### config.mk
export PLATFORM = sky130hd
export DESIGN_NAME = crtc_param
export DESIGN_NICKNAME = d
export VERILOG_FILES = /design/src/rtl/crtc_param.sv
export SDC_FILE = /design/constraint.sdc
export NUM_CORES = 1
export LEC_CHECK = 0
export BUFFER_PORTS_ARGS = -buffer_cell sky130_fd_sc_hd__buf_4
export CAP_MARGIN = 20
export CORE_ASPECT_RATIO = 1.1
export CORE_MARGIN = 2
export CORE_UTILIZATION = 49
export CTS_BUF_LIST = sky130_fd_sc_hd__clkbuf_16
export DETAILED_ROUTE_END_ITERATION = 8
export GPL_TIMING_DRIVEN = 0
export HOLD_SLACK_MARGIN = 0.03
export PLACE_DENSITY = 0.85
export SLEW_MARGIN = 20
export SYNTH_ARGS = -nofsm -noshare
export SYNTH_HDL_FRONTEND = slang
export SYNTH_SLANG_ARGS = --single-unit
### constraint.sdc
create_clock -name i_clk -period 2.55 [get_ports i_clk]
set_input_delay 0.3825 -clock i_clk [delete_from_list [all_inputs] [get_ports i_clk]]
set_output_delay 0.3825 -clock i_clk [all_outputs]
set_load 0.02 [all_outputs]
### src/rtl/crtc_param.sv
`default_nettype none
// ============================================================================
// Module   : crtc_param
// Purpose  : Parametrised CRT/VGA timing controller. Produces the pixel
//            strobe, sync, blanking/active, end-of-frame and end-of-screen
//            pulses and a down-scaled framebuffer address from one clock.
// Ports    : i_clk, i_rst (sync, active-high), i_en (run enable)
//            o_pix_stb, o_hs, o_vs, o_blanking, o_active, o_frameend,
//            o_screenend, o_x, o_y, o_xy, o_h_count, o_v_count, o_frame_cnt
// Revision : 1.0 - initial release
// ============================================================================
module crtc_param #(
    parameter int H_ACTIVE    = 640,
    parameter int H_FP        = 16,
    parameter int H_SYNC      = 96,
    parameter int H_BP        = 48,
    parameter int V_ACTIVE    = 480,
    parameter int V_FP        = 10,
    parameter int V_SYNC      = 2,
    parameter int V_BP        = 33,
    parameter int HS_POL      = 0,
    parameter int VS_POL      = 0,
    parameter int PIX_DIV     = 4,
    parameter int SCALE_SHIFT = 1,
    parameter int CW          = 10,
    parameter int AW          = 17
) (
    input  logic          i_clk,
    input  logic          i_rst,
    input  logic          i_en,
    output logic          o_pix_stb,
    output logic          o_hs,
    output logic          o_vs,
    output logic          o_blanking,
    output logic          o_active,
    output logic          o_frameend,
    output logic          o_screenend,
    output logic [CW-1:0] o_x,
    output logic [CW-1:0] o_y,
    output logic [AW-1:0] o_xy,
    output logic [CW-1:0] o_h_count,
    output logic [CW-1:0] o_v_count,
    output logic [7:0]    o_frame_cnt
);

    localparam int c_h_total = H_ACTIVE + H_FP + H_SYNC + H_BP;
    localparam int c_v_total = V_ACTIVE + V_FP + V_SYNC + V_BP;
    localparam int c_dw      = (PIX_DIV > 1) ? $clog2(PIX_DIV) : 1;

    localparam logic [c_dw-1:0] c_div_last = c_dw'(PIX_DIV - 1);
    localparam logic [CW-1:0]   c_h_last   = CW'(c_h_total - 1);
    localparam logic [CW-1:0]   c_v_last   = CW'(c_v_total - 1);
    localparam logic [CW-1:0]   c_h_act    = CW'(H_ACTIVE);
    localparam logic [CW-1:0]   c_v_act    = CW'(V_ACTIVE);
    localparam logic [CW-1:0]   c_h_act_m1 = CW'(H_ACTIVE - 1);
    localparam logic [CW-1:0]   c_v_act_m1 = CW'(V_ACTIVE - 1);
    localparam logic [CW-1:0]   c_hs_first = CW'(H_ACTIVE + H_FP);
    localparam logic [CW-1:0]   c_hs_last  = CW'(H_ACTIVE + H_FP + H_SYNC - 1);
    localparam logic [CW-1:0]   c_vs_first = CW'(V_ACTIVE + V_FP);
    localparam logic [CW-1:0]   c_vs_last  = CW'(V_ACTIVE + V_FP + V_SYNC - 1);
    localparam logic [CW-1:0]   c_v_mask   = CW'((1 << SCALE_SHIFT) - 1);
    localparam logic [AW-1:0]   c_row_step = AW'(H_ACTIVE >> SCALE_SHIFT);
    localparam logic            c_hs_pol   = (HS_POL != 0);
    localparam logic            c_vs_pol   = (VS_POL != 0);

    // Elaboration-time sanity checks on the parameter set
    if (c_h_total - 1 >= (1 << CW)) begin : g_chk_h_width
        $error("crtc_param: H_TOTAL-1 does not fit in CW bits");
    end
    if (c_v_total - 1 >= (1 << CW)) begin : g_chk_v_width
        $error("crtc_param: V_TOTAL-1 does not fit in CW bits");
    end
    if ((V_ACTIVE >> SCALE_SHIFT) * (H_ACTIVE >> SCALE_SHIFT) - 1 >= (1 << AW)) begin : g_chk_aw
        $error("crtc_param: framebuffer size does not fit in AW bits");
    end
    if (((H_ACTIVE % (1 << SCALE_SHIFT)) != 0) || ((V_ACTIVE % (1 << SCALE_SHIFT)) != 0)) begin : g_chk_scale
        $error("crtc_param: active size not divisible by 2^SCALE_SHIFT");
    end
    if (PIX_DIV < 1) begin : g_chk_div
        $error("crtc_param: PIX_DIV must be at least 1");
    end

    logic [c_dw-1:0] r_div_q, w_div_d;
    logic [CW-1:0]   r_h_q, w_h_d;
    logic [CW-1:0]   r_v_q, w_v_d;
    logic [AW-1:0]   r_row_q, w_row_d;
    logic [7:0]      r_fc_q, w_fc_d;

    logic w_stb, w_h_end, w_v_end, w_active, w_hs_on, w_vs_on, w_screenend;

    // With PIX_DIV=1 the divider is stuck at 0 == c_div_last, so the strobe follows i_en.
    assign w_stb       = i_en && (r_div_q == c_div_last);
    assign w_h_end     = (r_h_q == c_h_last);
    assign w_v_end     = (r_v_q == c_v_last);
    assign w_active    = (r_h_q < c_h_act) && (r_v_q < c_v_act);
    assign w_hs_on     = (r_h_q >= c_hs_first) && (r_h_q <= c_hs_last);
    assign w_vs_on     = (r_v_q >= c_vs_first) && (r_v_q <= c_vs_last);
    assign w_screenend = w_stb && w_h_end && w_v_end;

    always_comb begin
        w_div_d = r_div_q;
        w_h_d   = r_h_q;
        w_v_d   = r_v_q;
        w_row_d = r_row_q;
        w_fc_d  = r_fc_q;
        if (i_en) begin
            w_div_d = w_stb ? '0 : r_div_q + 1'b1;
        end
        if (w_stb) begin
            if (w_h_end) begin
                w_h_d = '0;
                w_v_d = w_v_end ? '0 : r_v_q + 1'b1;
                // row_base tracks (v>>S)*(H_ACTIVE>>S): step once per block of
                // 2^S active lines, i.e. when leaving the last line of a block.
                if (w_v_end) begin
                    w_row_d = '0;
                end else if ((r_v_q < c_v_act) && ((r_v_q & c_v_mask) == c_v_mask)) begin
                    w_row_d = r_row_q + c_row_step;
                end
            end else begin
                w_h_d = r_h_q + 1'b1;
            end
        end
        if (w_screenend) begin
            w_fc_d = r_fc_q + 8'd1;
        end
    end

    always_ff @(posedge i_clk) begin
        if (i_rst) begin
            r_div_q <= '0;
            r_h_q   <= '0;
            r_v_q   <= '0;
            r_row_q <= '0;
            r_fc_q  <= '0;
        end else begin
            r_div_q <= w_div_d;
            r_h_q   <= w_h_d;
            r_v_q   <= w_v_d;
            r_row_q <= w_row_d;
            r_fc_q  <= w_fc_d;
        end
    end

    assign o_pix_stb   = w_stb;
    assign o_hs        = c_hs_pol ? w_hs_on : !w_hs_on;
    assign o_vs        = c_vs_pol ? w_vs_on : !w_vs_on;
    assign o_active    = w_active;
    assign o_blanking  = !w_active;
    assign o_frameend  = w_stb && (r_h_q == c_h_act_m1) && (r_v_q == c_v_act_m1);
    assign o_screenend = w_screenend;
    assign o_x         = w_active ? r_h_q : '0;
    assign o_y         = w_active ? r_v_q : '0;
    assign o_xy        = w_active ? (r_row_q + AW'(r_h_q >> SCALE_SHIFT)) : '0;
    assign o_h_count   = r_h_q;
    assign o_v_count   = r_v_q;
    assign o_frame_cnt = r_fc_q;

endmodule
`default_nettype wire

==> metrics.md <==
| Metric | Value |
|---|---|
| Filler cells | `419` |
| Antenna violations before repair | `0` |
| Crit path capture type | `output port` |
| Final setup vio count | `0` |
| Max_cap viols | `0` |
| Startpoint types | `flop` |
| Ranking of synthesized cells by area | `dfxtp_1, xor2_1, nor2_1, and3_1, ha_1` |
| Crit path cell chain | `ha_4 > a21o_1 > a21o_4 > nand2_1 > or3_1 > a21oi_1 > buf_4` |
| Syn Std Cell Area | `0.00263 mm^2` |
| Fmax | `408 MHz` |
| Core area | `0.00510 mm^2` |
| Synthesized flop and latch total | `41` |
| Pre-antenna DRT Iters | `4` |
| Data required, critical path | `2.17 ns` |
| Power per standard cell area | `400 mW/mm^2` |
| Synth Area in Compound Gates | `10.3%` |
| TritonCTS Buffers | `5` |
| Final Hold Viols | `0` |
| Area fraction of the dominant cell type after synthesis | `31.2%` |
| Worst-margin pin slew | `0.651 ns` |
| Post-DP Area | `0.00326 mm^2` |
| Die Wd | `73.9 um` |
| Post-Place Cells | `472` |
| NetSw | `0.000279 W` |
| Setup TNS | `0 ns` |
| Slowest cell delay on critical path | `0.40 ns` |
| Synth cell types | `47` |
| Root buf cell | `clkbuf_16` |
| CP arrival | `2.07 ns` |
| HP Class | `in2reg` |
| DRT antenna net count | `0` |
| Fraction of registers with async set or reset after synthesis | `0%` |
| Gate Count Post-Synth | `328` |
| Vias in the first global route | `2460` |
| Nets | `420` |
| Port buffer count | `72` |
| Clk slew on worst S/H paths | `0.06 ns` |
| Min Tclk post-route | `2.45 ns` |
| Tot GR Track Use | `25.3%` |
| Area of the multi-input gates | `0.00165 mm^2` |
| CTS Hold Bufs | `0` |
| Vias | `2636` |
| P_int | `0.00111 W` |
| Ys flop type | `dfxtp_1` |
| Leak pwr | `1.52 nW` |
| Slew Limit Fails | `0` |
| Finished Layout Cells | `479` |
| Synth top cells by count | `dfxtp_1, nor2_1, nand2_1` |
| Combinational Power Share | `2.4%` |
| Syn. warnings | `0` |
| Post-Route WL | `7.18 mm` |
| Switching share of power | `20.1%` |
| Slew Limit Headroom | `56.3%` |
| Sequential fraction of the synthesis area | `31.2%` |
| Crit-path max FO | `9` |
| Mapped Nets | `342` |
| Number of buffers on the longest clock path | `2` |
| Core Rows | `27` |
| Post-synthesis mux area share | `0.761%` |
| Period Utilization, post-route | `96.1%` |
| Via/cell ratio | `5.50` |
| WS Path Type | `reg2out` |
| Adder-cell share of the synthesized area | `5.23%` |
| H-tree levels | `2` |
| Share of layout cells above drive strength 1 | `29.2%` |
| Initial drt markers | `115` |
| Simple-gate area share of the yosys netlist | `35.2%` |
| Diode count | `0` |
| Layout area overhead | `31.8%` |
| Final Cell Area | `0.00347 mm^2` |
| WL/cell | `15.0 um` |
| Largest net degree at the start of global routing | `13` |
| CTS sink cnt | `41` |
| Combinational family with the most area after synthesis | `simple AND/OR/NAND/NOR gates` |
| Setup Skew | `0.00587 ns` |
| Reg power frac | `46.5%` |
| Peak supply drop | `0.309 mV` |
| First-pass GRT wire length | `11.9 mm` |
| Clk network pwr share | `51.1%` |
| Dpl hpwl | `5.07 mm` |
| RSZ-0062 raised after global routing | `false` |
| Initial core utilization | `51.6%` |
| Height of the die | `80.8 um` |
| Die ar. | `0.00597 mm^2` |
| Slowest cell on crit path | `dfxtp_4` |
| Post-synth top area cell | `dfxtp_1` |
| XOR/XNOR Fraction of Synth Area | `9.99%` |
| Total gr overflow | `0` |
| DR DRC count | `0` |
| Most frequent cell after synthesis | `dfxtp_1` |
| Io pins | `75` |
| Gp weighted congestion | `0.857` |
| Worst skew pair latency | `0.28 ns` |
| EDFF count, synth | `0` |
| Sequential Area | `826 um^2` |
| Status | `finished clean` |
| Avg Cell Area, Syn | `8.02 um^2` |
| CTS tree | `yes` |
==> metal layers <==
layer,share of wire (%),global-route usage [%]
met4,1.3,8.55
met3,4.4,4.47
met5,0,0
met1,45,32.6
met2,49,42.2
==> worst max-delay path: cells and delay by family, from the launching register on <==
| family | cells | cell delay [ns] |
|---|---|---|
| simple gates | 2 | 0.49 |
| compound gates | 3 | 0.46 |
| flops | 1 | 0.40 |
| fa+ha+maj | 1 | 0.28 |
| buf+inv | 1 | 0.16 |
==> cell usage in the layout, fill, tap and decap left out, drive strengths merged, types with 2 or more instances in the layout <==
master / n
a21oi: 18
inv: 14
nor4b: 2
ha: 11
o2111ai: 2
and4: 5
xor2: 18
dfxtp: 41
a21o: 2
o31ai: 5
mux2i: 2
nand3: 18
xnor2: 12
nor2: 42
clkbuf: 14
nand4: 9
nand2: 28
buf: 84
or4: 7
nand4b: 3
or3: 6
nor4: 8
nor3: 11
o21ai: 9
and3: 26
==> kinds of logic after synthesis <==
| logic type | Yosys count |
|---|---|
| flip-flops | 41 |
| AND/OR/NAND/NOR | 168 |
| XOR/XNOR | 30 |
| other | 1 |
| multiplexers | 2 |
| adder cells (fa/ha/maj) | 11 |
| AO/OA/AOI/OAI | 40 |
| buffers and inverters | 35 |
==> final cells by class <==
cell class	instances	share of cell area (%)
clock inverter	3	1.08
inverter	13	1.41
tap	72	2.60
timing repair buffer	73	15.8
clock buffer	5	3.61
sequential	41	23.8
multi-input combinational	252	47.7
buffer	20	3.97
==> repair_timing <==
item	in CTS	in global routing
endpoints found under the hold margin	0	0
buffers inserted	0	1
setup endpoints to repair	15	12
pin swaps	0	1
gates resized for setup	7	6
==> flip-flops by register name (all words and copies together) (netlist names) <==
name,flops
r_row_q,11
o_h_count,10
o_v_count,10
o_frame_cnt,8
r_div_q,2
==> through the flow <==
stage               setup slack (ns)  utilization [%]  power [W]  hold slack, ns
floorplan                      0.201                -   0.000684           0.457
global placement               0.143             63.9   0.000692           0.470
detailed placement             0.105             63.9   0.000694           0.482
CTS                           0.0109             67.5    0.00140           0.388
global route                 0.00549             68.0    0.00142           0.413
finish                        0.0994             68.0    0.00139           0.387
==> worst paths after layout <==
kind | from | end | slack [ns] | cells past startpoint
worst min register to register | r_row_q[16]$_SDFFE_PP0P_ | r_row_q[16]$_SDFFE_PP0P_ | 0.49 | 2
worst min-delay path | i_en | r_div_q[1]$_SDFFE_PP0P_ | 0.39 | 3
worst max register to register | o_h_count[9]$_SDFFE_PP0P_ | r_row_q[15]$_SDFFE_PP0P_ | 0.31 | 6
worst max-delay path | o_h_count[8]$_SDFFE_PP0P_ | o_xy[16] | 0.1 | 7
==> power groups by stage <==
stage	combinational (W)	clock [W]	sequential (W)
final	0.0000337	0.000710	0.000645
after global routing	0.0000378	0.000739	0.000645
after CTS	0.0000339	0.000718	0.000646
after detailed placement	0.0000337	0	0.000660
after global placement	0.0000322	0	0.000660
after floorplan	0.0000235	0	0.000660
Note: power is estimated with default switching activity, not from simulation.
